$ cat config.mk
export PLATFORM = sky130hd
export DESIGN_NAME = bsg_decode_pipe
export DESIGN_NICKNAME = d
export VERILOG_FILES = /design/src/rtl/bsg_decode_pkg.sv /design/src/rtl/bsg_decode_core.sv /design/src/rtl/bsg_decode_pipe.sv
export SDC_FILE = /design/constraint.sdc
export NUM_CORES = 1
export LEC_CHECK = 0
export ABC_CLOCK_PERIOD_IN_PS = 1400
export BUFFER_PORTS_ARGS = -buffer_cell sky130_fd_sc_hd__buf_4
export CAP_MARGIN = 20
export CORE_MARGIN = 5
export CORE_UTILIZATION = 51
export CTS_CLUSTER_DIAMETER = 40
export DETAILED_ROUTE_END_ITERATION = 7
export PLACE_DENSITY_LB_ADDON = 0.2
export SYNTH_ARGS = -nofsm -noshare
export SYNTH_HDL_FRONTEND = slang
export SYNTH_SLANG_ARGS = --single-unit
$ cat constraint.sdc
create_clock -name clk_i -period 1.4 [get_ports clk_i]
set_input_delay 0.07 -clock clk_i [delete_from_list [all_inputs] [get_ports clk_i]]
set_output_delay 0.07 -clock clk_i [all_outputs]
set_load 0.05 [all_outputs]
$ cat src/rtl/bsg_decode_pkg.sv
// bsg_decode_pkg: shared types and constants for the decode pipe (buffer states, decode modes, err counter width)
package bsg_decode_pkg;
  typedef enum logic [1:0] {EMPTY, ONE, TWO} state_e;
  typedef enum logic {ONEHOT, THERM} mode_e;
  localparam int err_cnt_width_lp = 8;
endpackage

$ cat src/rtl/bsg_decode_core.sv
// bsg_decode_core: combinational one-hot/thermometer decode of i (mode_i) into o; err_o flags i >= num_out_p and forces o to zero
module bsg_decode_core
  import bsg_decode_pkg::*;
#(
  parameter int num_out_p = 32,
  localparam int lg_num_out_lp = $clog2(num_out_p)
) (
  input  logic [lg_num_out_lp-1:0] i,
  input  logic                     mode_i,
  output logic [num_out_p-1:0]     o,
  output logic                     err_o
);
  logic [num_out_p-1:0] ones, onehot, therm;
  assign ones = '1;
  assign err_o = {1'b0, i} >= (lg_num_out_lp+1)'(num_out_p);
  assign onehot = {{(num_out_p-1){1'b0}}, 1'b1} << i;
  // two shifts so i = num_out_p-1 clears every bit without an overwide shift amount
  assign therm = ~((ones << i) << 1);
  assign o = err_o ? '0 : (mode_e'(mode_i) == THERM ? therm : onehot);
endmodule

$ cat src/rtl/bsg_decode_pipe.sv
// bsg_decode_pipe: latency-1 decoder with 2-entry main+skid buffer, valid/ready in, valid/yumi out, async active-low reset_n_i; BSG_DECODE_PIPE_ERR_CNT_EN enables the saturating err_cnt_o
module bsg_decode_pipe
  import bsg_decode_pkg::*;
#(
  parameter int num_out_p = 32,
  localparam int lg_num_out_lp = $clog2(num_out_p)
) (
  input  logic                        clk_i,
  input  logic                        reset_n_i,
  input  logic                        v_i,
  input  logic [lg_num_out_lp-1:0]    i,
  input  logic                        mode_i,
  output logic                        ready_o,
  output logic                        v_o,
  output logic [num_out_p-1:0]        o,
  output logic                        err_o,
  input  logic                        yumi_i,
  output logic [err_cnt_width_lp-1:0] err_cnt_o
);
  state_e state_r, state_n;
  logic [num_out_p-1:0] dec_o, skid_o;
  logic dec_err, skid_err, acc, deq, load_main, load_skid, shift;
  bsg_decode_core #(.num_out_p(num_out_p)) core (.i(i), .mode_i(mode_i), .o(dec_o), .err_o(dec_err));
  assign v_o = state_r != EMPTY;
  assign acc = v_i & ready_o;
  assign deq = yumi_i & v_o;
  always_comb begin
    state_n = state_r == EMPTY ? (acc ? ONE : EMPTY)
            : state_r == ONE ? (acc == deq ? ONE : (acc ? TWO : EMPTY))
            : (deq ? ONE : TWO);
    load_main = acc & (state_r == EMPTY | (state_r == ONE & deq));
    load_skid = acc & state_r == ONE & ~deq;
    shift = deq & state_r == TWO;
  end
  // ready_o is registered from the next state so it never depends combinationally on v_i/yumi_i
  always_ff @(posedge clk_i or negedge reset_n_i)
    if (!reset_n_i) begin
      state_r <= EMPTY;
      ready_o <= 1'b0;
      o <= '0;
      err_o <= 1'b0;
      skid_o <= '0;
      skid_err <= 1'b0;
    end else begin
      state_r <= state_n;
      ready_o <= state_n != TWO;
      if (load_main) {o, err_o} <= {dec_o, dec_err};
      else if (shift) {o, err_o} <= {skid_o, skid_err};
      if (load_skid) {skid_o, skid_err} <= {dec_o, dec_err};
    end
`ifdef BSG_DECODE_PIPE_ERR_CNT_EN
  always_ff @(posedge clk_i or negedge reset_n_i)
    if (!reset_n_i) err_cnt_o <= '0;
    else if (acc & dec_err & ~&err_cnt_o) err_cnt_o <= err_cnt_o + err_cnt_width_lp'(1);
`else
  assign err_cnt_o = '0;
`endif
  yumi_needs_valid: assert property (@(posedge clk_i) disable iff (!reset_n_i) yumi_i |-> v_o);
endmodule

# ---- Yosys cells after proc, flatten, opt, wreduce, memory -nomap -nowiden
# Cells that the tools add are included.
dict set report word_totals {
  ff_bits 68
  input_bits 10
  output_inout_bits 43
  wordCells 35
}
dict set report op_classes {
  eq_ne 4
  n_shift 2
  mux 11
  bitwise_logic 10
  reduce_logical 3
}
# op n
set op_table {}
lappend op_table {{$mux W32} 3}
lappend op_table {{$not A32 Y32} 1}
lappend op_table {{$shl A1 B5 Y32 const A} 1}
lappend op_table {{$shl A32 B5 Y31 const A} 1}
lappend op_table {{$mux W2} 5}
lappend op_table {{$and A1 B1 Y1} 7}
lappend op_table {{$reduce_bool A2 Y1} 2}
lappend op_table {{$mux W1} 3}
lappend op_table {{$eq A2 B1 Y1 const B} 1}
lappend op_table {{$eq A2 B2 Y1 const B} 1}
lappend op_table {{$logic_not A2 Y1} 1}
lappend op_table {{$ne A2 B2 Y1 const B} 1}
lappend op_table {{$eq A1 B1 Y1} 1}
lappend op_table {{$not A1 Y1} 1}
lappend op_table {{$or A1 B1 Y1} 1}

# ---- Logic depth before layout (Yosys ltp)
dict set report depth {
  depth_word 7
  ltp_mapped 5
  depth_no_buf 5
}

# ---- Modules after synthesis
# A second synthesis with hierarchy kept.
dict set report unflattened {
  cells_unflattened 384
  hier_area_um2 4013.8
}
# module n_inst cells_each area_each_um2 seq_area_each_um2
set modules_own_cells {}
lappend modules_own_cells {bsg_decode_pipe 1 282 3355.7 1726.7}
lappend modules_own_cells {bsg_decode_core 1 102 658.1 0.0}

# ---- Least setup slack after synthesis
# No wires, ideal clock.
dict set report synth_timing {
  path_kind {flip-flop to flip-flop}
  from {register state_r[1]}
  to {register state_r[0]}
  setup_time_ns 0.119
  t_arrival_ns 1.596
  required_time_ns 1.281
  path_slack_ns -0.315
  path_stages_with_launch 6
  path_buffers 0
  period_less_slack_ns 1.715
  path_cell_list {dfrtp_1 or2_2 nand2_1 ha_1 mux2_2 o21a_1}
}
dict set report synth_via {
  elab_chain_len 6
  word_cells_on_any_way 9
  cone_classes {eq/ne: 2; mux: 4; bitwise: 1; reduce/logical: 2}
}
# element line_no
set synth_lines {}
lappend synth_lines {{from (decl)} bsg_decode_pipe.sv:20} ;# state_e state_r, state_n;
lappend synth_lines {{from (signal assigned)} bsg_decode_pipe.sv:45} ;# state_r <= state_n;
lappend synth_lines {{$reduce_bool A2 Y1 *} bsg_decode_pipe.sv:24} ;# assign v_o = state_r != EMPTY;
lappend synth_lines {{named net v_o} bsg_decode_pipe.sv:14} ;# output logic v_o,
lappend synth_lines {{$and A1 B1 Y1 *} bsg_decode_pipe.sv:26} ;# assign deq = yumi_i & v_o;
lappend synth_lines {{$eq A1 B1 Y1} bsg_decode_pipe.sv:29} ;# : state_r == ONE ? (acc == deq ? ONE : (acc ? TWO : EMPTY))
lappend synth_lines {{$mux W2} bsg_decode_pipe.sv:29}
lappend synth_lines {{$mux W2 *} bsg_decode_pipe.sv:29}
lappend synth_lines {{$mux W2 *} bsg_decode_pipe.sv:28} ;# state_n = state_r == EMPTY ? (acc ? ONE : EMPTY)
lappend synth_lines {{named net state_n[0]} bsg_decode_pipe.sv:20}
# The timed path passes the listed nets; every way through them passes the cells marked *.
# A chain may end at the register's enable or synchronous reset.

# ---- Final worst setup path
dict set report layout_timing {
  from {register state_r[0]}
  to {register state_r[0]}
}
dict set report layout_via {
  elab_chain_len 6
  word_cells_on_any_way 9
  cone_classes {eq/ne: 2; mux: 4; bitwise: 1; reduce/logical: 2}
}
# element line_no
set layout_lines {}
lappend layout_lines {{$reduce_bool A2 Y1} bsg_decode_pipe.sv:24}
lappend layout_lines {{$and A1 B1 Y1} bsg_decode_pipe.sv:26}
lappend layout_lines {{$eq A1 B1 Y1} bsg_decode_pipe.sv:29}
lappend layout_lines {{$mux W2 (2 in a row)} bsg_decode_pipe.sv:29}
lappend layout_lines {{$mux W2 *} bsg_decode_pipe.sv:28}
lappend layout_lines {{named net state_n[0]} bsg_decode_pipe.sv:20}
# Marked as above.

==> results_dict.tcl <==
set metrics [dict create \
    skew_ns 0.00807 \
    synthXorXnorAreaFrac_pct 0 \
    drv_cap 0 \
    rr_endpoint "state_r[0]" \
    finalWorstSetupSlack_ns -0.0639 \
    critical_path_class "reg -> reg" \
    post-place-ws_ns -0.0806 \
    syn_avg_cell_area_um2 9.63 \
    p_int_w 0.00528 \
    setup_viol 2 \
    yosysSeqAreaShare_pct 47.8 \
    root_buffer "clkbuf_8" \
    die_height_um 92.9 \
    drt-pass1-iter-count 5 \
    fp-row-count 30 \
    rsz0062_at_grt "true" \
    cts.clk_slew.worst_paths_ns 0.07 \
    outcome "finished, violations left" \
    hold_path_class "in -> reg" \
    drtIter0Drc 178 \
    synth.area.mux_share_pct 3.25 \
    finalHoldViolations 0 \
    synth_top_family_by_area "compound AO/OA/AOI/OAI gates" \
    nNetsFinal 418 \
    netlist.area_leader.share_pct 47.8 \
    n_antenna_cell 0 \
    sw_frac_of_total_pct 43.8 \
    core_area_mm2 0.00676 \
    rr_worst_depth 5 \
    min_period_ns 1.46 \
    synthAdderAreaFrac_pct 0.357 \
    seqPwrFrac_pct 33.7 \
    cts_inserted_buffers 9 \
    p_per_area_mw_per_mm2 2230 \
    crit_family "flip-flops" \
    synth_most_common_cell "dfrtp_1" \
    fin_tns_setup_ns -0.0647 \
    worstHoldStart "yumi_i" \
    clock.fmax_mhz 683 \
    clk_latency_ns 0.34 \
    ys_warn_count 0 \
    peakVddDrop_v 0.00140 \
    fin_cells 492 \
    routabilityCongestion 0.823 \
    critPathMaxFanout 3 \
    die_w_um 92.9 \
    p_comb_share_pct 49.6 \
    gr-total-overflow 0 \
    p_leak_nw 1.85 \
    grt_pass1_vias 2874 \
    synth-seq-cells 67 \
    worstReg2RegStart "state_r[0]" \
    max_slew_margin_pct 66.1 \
    synthTopCellsByArea "dfrtp_1 (48%), o21ai_0 (7.3%), o221ai_1 (6.2%), nand2_1 (3.9%), buf_4 (3.0%)" \
    antenna_found_initial 0 \
    whs_path_depth 3 \
    synth_top_area_cell "dfrtp_1" \
    violations "setup timing" \
    slew_violations 0 \
    fin_crit_sh_pct 105 \
    cp_data_arrival_time_ns 1.69 \
    endpoint_kind "flip-flop" \
    worstPathCellList "or2_4 -> nand2_4 -> ha_4 -> mux2_4 -> o21a_1" \
    htreeDepth 3 \
    reg2reg_slack_ns -0.06 \
    routed_via_density 6.10 \
    fin_area_mm2 0.00422 \
    dpl.hpwl_um 5640 \
    place.port_buffers 43 \
    tightest_slew_ns 0.502 \
    drive_gt1_share_pct 25.2 \
    syn_inst 364 \
    power.total_w 0.00939 \
    routedWlPerCell_um 17.9 \
    cts.sink_count 67 \
    placed_cells 474 \
    synth_compound_area_share_pct 23.8 \
    dpl_cell_area_mm2 0.00392 \
    grt_max_degree 40 \
    cts.path.max_buffers 2 \
    cp.buffers_inverters 0 \
    drcViolationCount 0 \
    p_sw_w 0.00411 \
    initial_core_util_pct 51.9 \
    ant_nets 0 \
    fill_cells 597 \
    grt_pass1_wl_um 14600 \
    synthArstFlopShare_pct 100 \
    crit_required_ns 1.63 \
    num_vias 3000 \
    critPathMaxStageDelay_ns 0.40 \
    hold_path_end "state_r[1]" \
    ys_types 54 \
    p_clk_share_pct 16.7 \
    ios 53 \
    syn2layout_area_growth_pct 20.3 \
    slowest_stage "dfrtp_1" \
    routed_wl_um 8800 \
    crit_path_start_kind "flip-flop" \
    grt.total_usage_pct 21.2 \
    synth-edff-count 0 \
    synth_common_cells "dfrtp_1 (67), o21ai_0 (51), nand2_1 (36)" \
    syn_area_mm2 0.00351 \
    design.die.area_mm2 0.00863 \
    tritoncts "built" \
    ys.flop_type "dfrtp_1" \
    synthSimpleGateAreaFrac_pct 14.5 \
]
-- layout make-up --
type | count | area [um2] | area share [%]
Timing Repair Buffer | 68 | 579 | 13.7
Tap cell | 80 | 100 | 2.37
Multi-Input combinational cell | 237 | 1580 | 37.5
Clock buffer | 14 | 153 | 3.62
Sequential cell | 67 | 1680 | 39.8
Clock inverter | 2 | 35.0 | 0.831
Inverter | 24 | 90.1 | 2.14
-- cells in the final DEF, fill, tap and decap left out, drive strengths merged, types with 3 or more instances in the layout --
cell / netlist / layout
dfrtp: 67 / 67
buf: 33 / 67
o21ai: 54 / 54
nand2: 37 / 37
o221ai: 25 / 25
inv: 24 / 24
clkbuf: 11 / 14
and2: 10 / 10
o211ai: 10 / 10
conb: 1 / 9
nor3: 7 / 7
nor2: 7 / 7
nand3: 6 / 6
nor4: 6 / 6
mux2i: 5 / 5
a221o: 5 / 5
nand2b: 5 / 5
a21oi: 5 / 5
mux2: 5 / 5
nand3b: 4 / 4
o31ai: 4 / 4
and3: 4 / 4
o21a: 3 / 3
-- cell families after synthesis --
logic type | after synthesis
AOI/OAI and AO/OA | 122
and+or+nand+nor | 95
buffers and inverters | 68
DFF | 67
muxes | 10
adders and majority gates | 1
other | 1
-- worst max-delay path by stage --
stage | start | to | slack (ns) | cells after the start
after floorplan | state_r[0] | state_r[0] | -0.17 | 5
after global placement | state_r[0] | state_r[0] | -0.05 | 5
after detailed placement | state_r[0] | state_r[0] | -0.08 | 5
after CTS | state_r[1] | state_r[0] | -0.07 | 5
after global routing | state_r[0] | state_r[0] | -0.09 | 5
final | state_r[0] | state_r[0] | -0.06 | 5
-- repair_timing --
| item | CTS | global route |
|---|---|---|
| buffers inserted | 0 | 1 |
| gates resized for setup | 13 | 10 |
| hold buffers | 1 | 0 |
| setup endpoints to repair | 43 | 31 |
| pin swaps | 2 | 5 |
| endpoints found under the hold margin | 28 | 0 |
-- flip-flops by register name, indices dropped and copies added, names as in the netlist --
signal	cells
skid_o	32
ready_o	1
o	32
state_r	2
-- power by group through the flow --
stage                     sequential, W  combinational (W)  clock, W
after floorplan                 0.00447            0.00173         0
after global placement          0.00317            0.00437         0
after detailed placement        0.00319            0.00445         0
after CTS                       0.00317            0.00456   0.00160
after global routing            0.00327            0.00498   0.00170
final                           0.00317            0.00465   0.00157
-- per-stage QoR --
stage / utilization [%] / hold WS (ns)
floorplan: - / -0.226
global placement: 58.0 / 0.0154
detailed placement: 58.0 / 0.0233
CTS: 61.7 / 0.103
global route: 62.4 / 0.127
finish: 62.4 / 0.122
-- metal layers --
layer	global-route usage (%)	vias to the layer above	routed length (um)
met3	3.98	13	530
met2	34.4	100	4150
met1	28.6	1503	3970
li1	-	1384	-
met4	6.84	0	152
met5	0	-	0
-- tightest hold or removal path: stages --
cell      delay, ns
buf_4          0.12
nand2b_1       0.16
nand2_1        0.07
No activity file was read; power rests on OpenSTA's default activity.
